==> config.mk <==
export PLATFORM = sky130hd
export DESIGN_NAME = period_meter_flat
export DESIGN_NICKNAME = d
export VERILOG_FILES = /design/src/rtl/period_meter_pkg.sv /design/src/rtl/period_meter_if.sv /design/src/rtl/period_meter_sync_edge.sv /design/src/rtl/period_meter.sv /design/src/flat_wrapper.sv
export SDC_FILE = /design/constraint.sdc
export NUM_CORES = 1
export LEC_CHECK = 0
export BUFFER_PORTS_ARGS = -buffer_cell sky130_fd_sc_hd__buf_2
export CORE_MARGIN = 1.5
export CORE_UTILIZATION = 51
export CTS_CLUSTER_DIAMETER = 150
export DETAILED_ROUTE_END_ITERATION = 10
export PLACE_DENSITY = 0.78
export SLEW_MARGIN = 20
export SYNTH_ARGS = -nofsm -noshare
export SYNTH_HDL_FRONTEND = slang
export SYNTH_HIERARCHICAL = 1
export SYNTH_SLANG_ARGS = --single-unit
==> constraint.sdc <==
create_clock -name clk -period 2.2 [get_ports clk]
set_input_delay 0.22 -clock clk [delete_from_list [all_inputs] [get_ports clk]]
set_output_delay 0.22 -clock clk [all_outputs]
set_load 0.01 [all_outputs]
==> src/rtl/period_meter_pkg.sv <==
// Shared types and defaults for the period meter: FSM state, counter width, loss timeout, glitch-filter length.
// Pure declarations; no latency or backpressure applies.
package period_meter_pkg;

    typedef enum logic [1:0] {
        IDLE    = 2'd0,
        MEASURE = 2'd1,
        LOST    = 2'd2
    } pm_state_e;

    localparam int DEF_W       = 32;
    localparam int DEF_TIMEOUT = 1000000;
    localparam int FILT_LEN    = 3;

endpackage

==> src/rtl/period_meter_if.sv <==
// Signal bundle between a measured strobe source/consumer (master) and the period meter (slave).
// Plain wires only: no latency, no backpressure.
interface period_meter_if #(
    parameter int W = period_meter_pkg::DEF_W
);
    logic         sig_in;
    logic         rise_pulse;
    logic         fall_pulse;
    logic [W-1:0] period;
    logic         period_valid;
    logic         locked;
    logic         timeout;

    modport master (
        output sig_in,
        input  rise_pulse, fall_pulse, period, period_valid, locked, timeout
    );

    modport slave (
        input  sig_in,
        output rise_pulse, fall_pulse, period, period_valid, locked, timeout
    );
endinterface

==> src/rtl/period_meter_sync_edge.sv <==
// Two-flop synchroniser, optional 3-cycle glitch filter and combinational rise/fall detect of sig_in.
// rise/fall valid 2 clk after sig_in changes (4 with filter); no backpressure.
module period_meter_sync_edge
    import period_meter_pkg::*;
#(
    parameter bit FILT_EN = 1'b0
) (
    input  logic clk,
    input  logic rst,
    input  logic sig_in,
    output logic rise,
    output logic fall
);

    logic meta_q, meta_d;
    logic sig_s_q, sig_s_d;
    logic sig_d_q, sig_d_d;

    always_comb begin
        meta_d  = sig_in;
        sig_s_d = meta_q;
        sig_d_d = sig_s_q;
    end

    always_ff @(posedge clk) begin
        if (rst) begin
            meta_q  <= 1'b0;
            sig_s_q <= 1'b0;
            sig_d_q <= 1'b0;
        end else begin
            meta_q  <= meta_d;
            sig_s_q <= sig_s_d;
            sig_d_q <= sig_d_d;
        end
    end

    generate
        if (FILT_EN) begin : g_filt
            logic [FILT_LEN-3:0] old_q, old_d;
            logic [FILT_LEN-1:0] win;
            logic                filt_q, filt_d;

            // Window of the last FILT_LEN synchronised samples, newest in bit 0.
            always_comb begin
                win    = {old_q, sig_d_q, sig_s_q};
                old_d  = win[FILT_LEN-2:1];
                filt_d = filt_q;
                if (&win) begin
                    filt_d = 1'b1;
                end else if (~|win) begin
                    filt_d = 1'b0;
                end
            end

            always_ff @(posedge clk) begin
                if (rst) begin
                    old_q  <= '0;
                    filt_q <= 1'b0;
                end else begin
                    old_q  <= old_d;
                    filt_q <= filt_d;
                end
            end

            // Edge is flagged the cycle the new level is accepted, before filt_q catches up.
            assign rise = filt_d & ~filt_q;
            assign fall = ~filt_d & filt_q;
        end else begin : g_raw
            assign rise = sig_s_q & ~sig_d_q;
            assign fall = ~sig_s_q & sig_d_q;
        end
    endgenerate

endmodule

==> src/rtl/period_meter.sv <==
// Measures clk cycles between rising edges of async sig_in, flags loss after TIMEOUT idle cycles; macro PERIOD_METER_GLITCH_FILTER_EN adds a 3-cycle glitch filter.
// Outputs registered, pulses 3 clk after sig_in edge (5 with filter); no backpressure.
module period_meter
    import period_meter_pkg::*;
#(
    parameter int W       = DEF_W,
    parameter int TIMEOUT = DEF_TIMEOUT
) (
    input  logic          clk,
    input  logic          rst,
    period_meter_if.slave pm
);

`ifdef PERIOD_METER_GLITCH_FILTER_EN
    localparam bit FILT_EN = 1'b1;
`else
    localparam bit FILT_EN = 1'b0;
`endif

    localparam logic [W-1:0] CNT_LAST = W'(TIMEOUT - 1);

    logic rise, fall;

    period_meter_sync_edge #(.FILT_EN(FILT_EN)) u_sync_edge (
        .clk    (clk),
        .rst    (rst),
        .sig_in (pm.sig_in),
        .rise   (rise),
        .fall   (fall)
    );

    pm_state_e    state_q, state_d;
    logic [W-1:0] cnt_q, cnt_d;
    logic [W-1:0] period_q, period_d;
    logic         pv_q, pv_d;
    logic         rp_q, rp_d;
    logic         fp_q, fp_d;
    logic         locked_q, locked_d;
    logic         to_q, to_d;

    always_comb begin
        state_d  = state_q;
        cnt_d    = cnt_q;
        period_d = period_q;
        pv_d     = 1'b0;
        rp_d     = rise;
        fp_d     = fall;
        locked_d = locked_q;
        to_d     = to_q;
        unique case (state_q)
            IDLE: begin
                cnt_d = '0;
                if (rise) begin
                    state_d = MEASURE;
                    cnt_d   = W'(1);
                end
            end
            MEASURE: begin
                // A rise on the last counting cycle wins over the timeout.
                if (rise) begin
                    period_d = cnt_q;
                    pv_d     = 1'b1;
                    locked_d = 1'b1;
                    cnt_d    = W'(1);
                end else if (cnt_q == CNT_LAST) begin
                    state_d  = LOST;
                    to_d     = 1'b1;
                    locked_d = 1'b0;
                    cnt_d    = '0;
                end else begin
                    cnt_d = cnt_q + W'(1);
                end
            end
            LOST: begin
                cnt_d = '0;
                if (rise) begin
                    state_d = MEASURE;
                    cnt_d   = W'(1);
                    to_d    = 1'b0;
                end
            end
            default: begin
                state_d = IDLE;
                cnt_d   = '0;
            end
        endcase
    end

    always_ff @(posedge clk) begin
        if (rst) begin
            state_q  <= IDLE;
            cnt_q    <= '0;
            period_q <= '0;
            pv_q     <= 1'b0;
            rp_q     <= 1'b0;
            fp_q     <= 1'b0;
            locked_q <= 1'b0;
            to_q     <= 1'b0;
        end else begin
            state_q  <= state_d;
            cnt_q    <= cnt_d;
            period_q <= period_d;
            pv_q     <= pv_d;
            rp_q     <= rp_d;
            fp_q     <= fp_d;
            locked_q <= locked_d;
            to_q     <= to_d;
        end
    end

    assign pm.rise_pulse   = rp_q;
    assign pm.fall_pulse   = fp_q;
    assign pm.period       = period_q;
    assign pm.period_valid = pv_q;
    assign pm.locked       = locked_q;
    assign pm.timeout      = to_q;

endmodule

==> src/flat_wrapper.sv <==
// flat-port wrapper written by rule: the top's interface ports become plain ports
module period_meter_flat import period_meter_pkg::*;
#(
    parameter int W       = DEF_W,
    parameter int TIMEOUT = DEF_TIMEOUT
)
  (clk, rst, pm_sig_in, pm_rise_pulse, pm_fall_pulse, pm_period, pm_period_valid, pm_locked, pm_timeout);
  period_meter_if #(.W(W)) pm_i ();
  input  logic clk;
  input  logic rst;
  input wire logic [$bits(pm_i.sig_in)-1:0] pm_sig_in;
  output wire logic [$bits(pm_i.rise_pulse)-1:0] pm_rise_pulse;
  output wire logic [$bits(pm_i.fall_pulse)-1:0] pm_fall_pulse;
  output wire logic [$bits(pm_i.period)-1:0] pm_period;
  output wire logic [$bits(pm_i.period_valid)-1:0] pm_period_valid;
  output wire logic [$bits(pm_i.locked)-1:0] pm_locked;
  output wire logic [$bits(pm_i.timeout)-1:0] pm_timeout;
  assign pm_i.sig_in = pm_sig_in;
  assign pm_rise_pulse = pm_i.rise_pulse;
  assign pm_fall_pulse = pm_i.fall_pulse;
  assign pm_period = pm_i.period;
  assign pm_period_valid = pm_i.period_valid;
  assign pm_locked = pm_i.locked;
  assign pm_timeout = pm_i.timeout;
  period_meter #(.W(W), .TIMEOUT(TIMEOUT)) u_core (.clk(clk), .rst(rst), .pm(pm_i));
endmodule
==> results.md <==
* Number of vias after detailed routing at 2743
* Startpoint Class: register
* VDD IR max at 0.417 mV
* I/O Buffers at 39
* Final setup vio count at 0
* Diode count at 0
* Total negative slack at 0 ns
* Seq/Total Area, Yosys at 48.7%
* Syn nets at ~360
* Most frequent cells in the layout: 76 x nand2_1, 73 x dfxtp_1, 39 x buf_2
* CP max FO at 10
* Starting Density at a little over half
* Pleak at 1.26 nW
* Vias in the first global route at 2578
* Die ar. at 6430 um^2
* Clk slew on worst S/H paths at approximately 0.070 ns
* Final ANT Viol Nets at 0
* Nets at 416
* Core Util, Final at 64.9%
* Detailed Route WL at ~6800 um
* Largest net degree at the start of global routing at 26
* Max_slew headroom at 70.8%
* Gate Count Post-Synth at 360
* Wirelength per Cell at 13.9 um
* Share of the synthesized area in the top cell type at about 50%
* Num Clock Sinks at 74
* Total Routing Usage GR at approximately 23%
* Worst skew pair latency at 0.34 ns
* Crit path DAT at 2.36 ns
* Worst-case clock buffer depth at 2
* Final period util at 95.4%
* CP Capture Point: u_core/cnt_q[25]
* IO Pins at 40
* FF-to-FF End: u_core/cnt_q[25]
* Register-to-Register Path Depth at 5
* Wl on met1 at 3150 um
* Die width at about 80 um
* Area leader, netlist: dfxtp_1
* DRC at 0
* Die height at 80.2 um
* HPWL Detailed at about 4500 um
* Critical path launch point: u_core/cnt_q[7]
* Vias per cell at 5.62
* Total global routing overflow at 0
* Fmax at 0.476 GHz
* Hold buffer count at CTS at 0
* Max-cap violations at 0
* Seq cells post-synth at 74
* DR WL met2 at 3240 um
* Power Total at 2.47 mW
* Clock root buffer: clkbuf_8
* Skew final at 0.00584 ns
* Status: complete, no violations
* Max layer used: met4
* Post-route minimum period at 2.10 ns
* Hold WC Path Type: in -> reg
* RD Place Congestion at 0.868
* Mapped Area at 3040 um^2
* Initial antenna violation count at 0
* CTS tree: done
* Placement Rows at 27
* CP Class: reg -> reg
* Dpl cells at between 400 and 500
* DR pass1 iterations at 4
* Synthesis warning total at 6
* H-tree levels at 3
* CTS Buf Count at 9
* Initial drt markers at ~140
* Area Overhead vs Synth at 20.4%
* DR WL met3 at 208 um
* Share of cells above drive strength 1 at 22.1%
* First-pass GRT wire length at 11400 um
* Pwr dens at ~670 nW/um^2
* Most common cell after layout, fill and taps aside: nand2_1
* Req. time, crit path at ~2.5 ns
* FF-to-FF Start: u_core/cnt_q[7]
* Netlist cell types at 34
* Core area at around 5600 um^2
* R2r setup slk at 0.10 ns
* Crit end category: register
* Largest cells by area after synthesis: dfxtp_1 49%, nand2_1 9.4%, a21oi_1 5.3%
* Worst-margin pin slew at 0.438 ns
* Final Non-Filler Cells at 488
* Slew Limit Fails at 0
* Final Hold Viols at 0
* Syn avg cell area at 8.45 um^2
where the power goes:
| group | total, mW | internal (mW) | switching [mW] | leakage [nW] |
|---|---|---|---|---|
| Combinational | 0.0431 | 0.0131 | 0.0300 | 0.561 |
| Sequential | 1.35 | 1.34 | 0.00292 | 0.597 |
| Clock | 1.08 | 0.610 | 0.469 | 0.106 |
| Total | 2.47 | 1.97 | 0.502 | 1.26 |
area by class of cell:
type / instances / area (um^2)
sequential: 74 / 1480
tap: 72 / 90.1
inverter: 7 / 26.3
timing repair buffer: 66 / 410
clock buffer: 13 / 169
clock inverter: 2 / 35.0
multi-input combinational: 254 / 1450
fill: 479 / 1980
worst max-delay path: stages, from the launching register on:
cell and delay (ns):
dfxtp_1 0.43, nand4_1 0.16, or4_4 0.61, buf_12 0.17, or4_1 0.40, a211oi_1 0.24
cell usage after synthesis:
cell,count
a31o_2,1
a21oi_1,32
or4_4,2
and2_1,2
nor3b_1,1
and3_1,2
nor2b_1,8
nand4_1,9
nand3_1,13
and4_1,1
o41ai_1,1
nand2_1,76
o21ai_0,6
nand3b_1,1
or3_1,8
clkbuf_1,21
nor2_1,3
buf_2,4
a21bo_2,1
xor2_1,3
dfxtp_1,74
nand4_2,2
ha_1,1
or2_2,2
nor3_1,20
nor4_1,6
xnor2_1,11
or4_1,10
nand2b_1,2
inv_1,7
a221oi_1,1
a211oi_1,17
nor4b_1,2
o31ai_1,10
repair_timing:
action | in CTS | in global routing
gates resized for setup | 0 | 3
setup buffers | 0 | 2
endpoints found under the setup margin | 0 | 7
worst min path at each step:
stage / slack (ns) / endpoint / cells after the start / startpoint
finish: 0.12 / u_core/u_sync_edge/meta_q / 2 / pm_sig_in
global route: 0.09 / u_core/u_sync_edge/meta_q / 2 / pm_sig_in
CTS: 0.1 / u_core/u_sync_edge/meta_q / 2 / pm_sig_in
detailed placement: 0.44 / u_core/u_sync_edge/sig_d_d / 1 / u_core/u_sync_edge/meta_q
global placement: 0.43 / u_core/u_sync_edge/sig_d_d / 1 / u_core/u_sync_edge/meta_q
floorplan: 0.29 / u_core/u_sync_edge/meta_q / 1 / rst
per-layer routing:
layer,global-route usage [%],up-vias
met3,4.09,15
met4,12.6,0
met2,37.6,53
li1,-,1376
met1,28.3,1299
met5,0,-
per-stage QoR:
stage	setup WS, ns	cell area, um^2	hold WS [ns]
after floorplan	0.0758	3040	0.292
after global placement	0.121	3420	0.427
after detailed placement	0.0600	3420	0.442
after CTS	0.0432	3620	0.0954
after global routing	-0.00614	3660	0.0905
final	0.100	3660	0.122
kinds of logic (layout without fill, tap and decap cells):
logic type      Yosys count  after routing  share of synthesized area (%)
flops                    74             74                           48.7
fa+ha+maj                 1              1                          0.411
buf+inv                  32             88                           4.12
compound gates           69             69                           14.1
xor+xnor                 14             14                           4.03
simple gates            170            170                           28.6
(Power assumes the default switching activity.)
